### src/rtl/handshake_fifo_break_dv.sv
// Elastic circular-buffer FIFO that registers valid and ready on both sides.
// Every output depends only on registered state, so no combinational path
// runs from the upstream side to the downstream side or back.
// When full, ins_ready stays low even if a pop happens in the same cycle.
// A token pushed into an empty FIFO first appears on the cycle after.
module handshake_fifo_break_dv #(
    parameter int DATA_WIDTH = 32,
    parameter int NUM_SLOTS  = 4
) (
    input  logic                  clk,
    input  logic                  rst,
    input  logic [DATA_WIDTH-1:0] ins,
    input  logic                  ins_valid,
    output logic                  ins_ready,
    output logic [DATA_WIDTH-1:0] outs,
    output logic                  outs_valid,
    input  logic                  outs_ready
);

    localparam int PTR_W = (NUM_SLOTS > 1) ? $clog2(NUM_SLOTS) : 1;
    localparam int CNT_W = $clog2(NUM_SLOTS + 1);
    localparam logic [PTR_W-1:0] LAST_PTR = PTR_W'(NUM_SLOTS - 1);
    localparam logic [CNT_W-1:0] FULL_CNT = CNT_W'(NUM_SLOTS);

    logic [PTR_W-1:0]      head_q, head_d;
    logic [PTR_W-1:0]      tail_q, tail_d;
    logic [CNT_W-1:0]      count_q, count_d;
    logic [DATA_WIDTH-1:0] mem_q [NUM_SLOTS];

    logic empty, full, push, pop;

    // Explicit wrap keeps depths that are not a power of two correct
    function automatic logic [PTR_W-1:0] ptr_next(input logic [PTR_W-1:0] p);
        return (p == LAST_PTR) ? '0 : p + PTR_W'(1);
    endfunction

    assign empty      = (count_q == '0);
    assign full       = (count_q == FULL_CNT);
    assign ins_ready  = !full;
    assign outs_valid = !empty;
    assign outs       = empty ? '0 : mem_q[head_q];
    assign push       = ins_valid && ins_ready;
    assign pop        = outs_valid && outs_ready;

    // Next-state for the pointers and the occupancy count
    always_comb begin
        head_d  = head_q;
        tail_d  = tail_q;
        count_d = count_q;
        if (push) begin
            tail_d = ptr_next(tail_q);
        end
        if (pop) begin
            head_d = ptr_next(head_q);
        end
        if (push && !pop) begin
            count_d = count_q + CNT_W'(1);
        end else if (pop && !push) begin
            count_d = count_q - CNT_W'(1);
        end
    end

    // Control state; an asynchronous reset discards all stored tokens
    always_ff @(posedge clk or negedge rst) begin
        if (!rst) begin
            head_q  <= '0;
            tail_q  <= '0;
            count_q <= '0;
        end else begin
            head_q  <= head_d;
            tail_q  <= tail_d;
            count_q <= count_d;
        end
    end

    // Storage has no reset: a slot is read only after it has been written
    always_ff @(posedge clk) begin
        if (push) begin
            mem_q[tail_q] <= ins;
        end
    end

endmodule

### config.mk
export PLATFORM = sky130hd
export DESIGN_NAME = handshake_fifo_break_dv
export DESIGN_NICKNAME = d
export VERILOG_FILES = /design/src/rtl/handshake_fifo_break_dv.sv
export SDC_FILE = /design/constraint.sdc
export NUM_CORES = 1
export LEC_CHECK = 0
export ABC_AREA = 1
export ABC_CLOCK_PERIOD_IN_PS = 3100
export CORE_MARGIN = 4
export CORE_UTILIZATION = 40
export DETAILED_ROUTE_END_ITERATION = 12
export PLACE_DENSITY = 0.68
export SLEW_MARGIN = 20
export SYNTH_ARGS = -nofsm -noshare
export SYNTH_HDL_FRONTEND = slang
export SYNTH_SLANG_ARGS = --single-unit
### constraint.sdc
create_clock -name clk -period 3.1 [get_ports clk]
set_input_delay 0.31 -clock clk [delete_from_list [all_inputs] [get_ports clk]]
set_output_delay 0.31 -clock clk [all_outputs]
set_load 0.02 [all_outputs]
==> results.rst <==
.. list-table::
   :header-rows: 1

   * - Metric
     - Value
   * - Outcome
     - complete, no violations
   * - Row cnt
     - 44
   * - Number of iterations in the first detailed-routing pass
     - 5
   * - Cell Pwr Density
     - 1030 nW/um2
   * - Standby leakage power
     - 3.21 nW
   * - Upper clock frequency limit
     - 364 MHz
   * - Count of buffers added by post-CTS timing repair for setup
     - 0
   * - Clock tree from TritonCTS
     - built
   * - Combined area of all synthesized cells
     - 5890 um2
   * - Largest net degree at the start of global routing
     - 46
   * - Clock tree root driver cell
     - sky130_fd_sc_hd__clkbuf_16
   * - DPL Wire Length
     - 7.94 mm
   * - Clock skew after layout
     - 0.00885 ns
   * - CP Launch Type
     - register
   * - WP data required
     - 2.79 ns
   * - Slew Viols, Final
     - 0
   * - Data arrival time of the worst path
     - 2.44 ns
   * - Global-route wire length before repair
     - 19.9 mm
   * - Post-synthesis share of cell area spent on full adders, half adders and majority gates
     - 1.62%
   * - Post-cts gate resize count
     - 0
   * - Combinational family with the most area after synthesis
     - simple AND/OR/NAND/NOR gates
   * - Mux contribution to synthesized area
     - 0%
   * - Clock-pin slew reported for the worst setup and hold paths after clock tree synthesis
     - 0.05 ns
   * - DIE AREA
     - 16700 um2
   * - Number of cells after detailed placement
     - 805
   * - Post-synthesis cell type count
     - 19
   * - Max FO, Critical Path
     - 38
   * - Min cycle time layout
     - 2.75 ns
   * - Final antenna diode count
     - 0
   * - Path type of the worst min-delay path
     - primary input to asynchronous set/reset pin
   * - Overall die height
     - 129 um
   * - Max-cap violations
     - 0
   * - Via count of the routed design
     - 3934
   * - Fraction of the mapped netlist area in compound gates
     - 2.98%
   * - Number of filler instances in the final layout
     - 1271
   * - Area used by multi-input combinational logic
     - 1220 um2
   * - Initial antenna violation count
     - 0
   * - Initial core utilization
     - 40.6%
   * - Post-synthesis xor/xnor area fraction
     - 0.149%
   * - Quantity of I/O buffers inserted on ports
     - 69
   * - Setup Total Neg Slack
     - 0 ns
   * - Post-synthesis instance total
     - 562
   * - Worst slew pin tran
     - 0.703 ns
   * - Endpoints failing setup
     - 0
   * - Top-level I/O count
     - 70
   * - Gr ovfl total
     - 0
   * - Die Width
     - 129 um
   * - DRC viols
     - 0
   * - Weighted congestion reported at the end of routability-driven placement
     - 0.730
   * - Register bit total from synthesis
     - 135
   * - Worst-skew pair later-pin latency
     - 0.41 ns
   * - Count of final hold-check violations
     - 0
   * - Clock sink count
     - 135
   * - Wire length reported by the detailed router
     - 12.5 mm
   * - Core area
     - 14500 um2
   * - RSZ-0062 raised after global routing
     - false
   * - Number of nets still failing antenna checks after routing
     - 0
   * - Proportion of layout cells with a drive suffix above 1
     - 8.12%
   * - Area of all sequential standard cells
     - 4020 um2
   * - Commonest cells after routing, fill and taps aside
     - 143 x sky130_fd_sc_hd__nand2_1, 137 x sky130_fd_sc_hd__inv_1, 128 x sky130_fd_sc_hd__edfxtp_1
   * - Number of synthesis warnings
     - 0
   * - Post-layout instance count excluding filler cells
     - 837
   * - TritonCTS Buffers
     - 17
   * - Post-synthesis area per instance
     - 10.5 um2
   * - Synthesized-area fraction occupied by and/or/nand/nor cells
     - 15.5%
   * - Number of H-tree branching levels
     - 4
   * - Type of the worst setup path
     - register to output port
   * - Worst rel slew slack
     - 53.1%
   * - Net total in the final layout
     - 683
   * - Worst voltage drop across the vdd grid
     - 0.550 mV
   * - Average vias per placed instance
     - 4.70
   * - Global routing usage summed across all routing layers
     - 15.8%
   * - First-iteration detailed-routing DRC count
     - 218
   * - Maximum root-to-sink buffer count
     - 2
   * - Fraction of the yosys area taken by sequential cells
     - 68.3%
   * - Commonest non-fill, non-tap cell in the layout
     - sky130_fd_sc_hd__nand2_1
   * - Post-Synthesis Net Count
     - 605
   * - Category of the worst setup path capture point
     - output port
   * - Layout area overhead
     - 25.5%
   * - Post-CTS Hold Buffers
     - 0
   * - Final routed wire length divided by cell count
     - 15.0 um
   * - Fraction of the cycle the final worst path needs
     - 88.6%
   * - Vias in the first global route
     - 4049
## worst max-delay path: stages, from the launching register on
cell	delay, ns
sky130_fd_sc_hd__dfrtp_2	0.41
sky130_fd_sc_hd__inv_2	0.49
sky130_fd_sc_hd__buf_4	0.32
sky130_fd_sc_hd__nand2_1	0.08
sky130_fd_sc_hd__nand3_1	0.08
sky130_fd_sc_hd__a21oi_1	0.07
sky130_fd_sc_hd__clkdlybuf4s50_1	0.57
## routing by layer
layer,track usage (%),wire length [um]
met4,5.93,165
met1,18.8,5290
met2,27.2,6380
met3,4.45,686
met5,0,0
## stage by stage
step                utilization [%]  cell area [um2]  total power [mW]  setup WS (ns)  hold WS (ns)
detailed placement             46.9             6800              5.71          0.685         0.517
CTS                            51.0             7380              7.70          0.288         0.190
global route                   51.0             7380              8.08          0.170         0.202
floorplan                         -             5890              4.44          0.407        0.0144
global placement               46.9             6800              5.64          0.716         0.499
finish                         51.0             7380              7.61          0.355         0.196
## synth_stat cells
cell / instances / share of area (%)
sky130_fd_sc_hd__nand2_1: 143 / 9.1
sky130_fd_sc_hd__inv_1: 137 / 8.7
sky130_fd_sc_hd__edfxtp_1: 128 / 65
sky130_fd_sc_hd__nand3_1: 67 / 5.7
sky130_fd_sc_hd__a21oi_1: 32 / 2.7
sky130_fd_sc_hd__buf_2: 17 / 1.4
sky130_fd_sc_hd__dfrtp_1: 7 / 3.0
sky130_fd_sc_hd__inv_2: 7 / 0.45
sky130_fd_sc_hd__ha_1: 6 / 1.3
sky130_fd_sc_hd__buf_4: 4 / 0.51
sky130_fd_sc_hd__nor2_1: 4 / 0.26
sky130_fd_sc_hd__buf_6: 2 / 0.38
sky130_fd_sc_hd__o21ai_1: 2 / 0.17
sky130_fd_sc_hd__fa_1: 1 / 0.34
sky130_fd_sc_hd__nand3_2: 1 / 0.17
sky130_fd_sc_hd__nand4_1: 1 / 0.11
sky130_fd_sc_hd__o21ai_0: 1 / 0.085
sky130_fd_sc_hd__or2_1: 1 / 0.11
sky130_fd_sc_hd__xnor2_1: 1 / 0.15
## area by class of cell
| class | count | area share [%] |
|---|---|---|
| sequential | 135 | 54.4 |
| multi-input combinational | 260 | 16.5 |
| timing repair buffer | 82 | 10.7 |
| inverter | 144 | 7.32 |
| clock buffer | 18 | 5.81 |
| tap | 184 | 3.12 |
| clock inverter | 14 | 2.13 |
## worst paths after layout
path,from,to,slack (ns),cells past startpoint
worst max-delay path,head_q[0],outs[26],0.35,6
min in group clk,outs_ready,head_q[1],0.53,3
worst min register to register,count_q[2],count_q[2],0.53,2
max in group asynchronous,rst,head_q[0],2.60,1
worst max register to register,count_q[0],count_q[1],0.90,9
worst min-delay path,rst,head_q[1],0.20,1
## flip-flops by register name (all words and copies together) (netlist names)
register / flops
tail_q: 2
mem_q: 128
count_q: 3
head_q: 2
## power breakdown
group	switching [mW]	internal (mW)	total [mW]
Combinational	1.94	1.19	3.13
Clock	0.714	1.25	1.97
Sequential	0.111	2.40	2.52
## kinds of logic (layout without fill, tap and decap cells)
group           count (synthesis)  after routing
flops                         135            135
compound gates                 35             35
fa+ha+maj                       7              7
xor+xnor                        1              1
simple gates                  217            217
buf+inv                       167            258
Note: power is estimated with default switching activity, not from simulation.
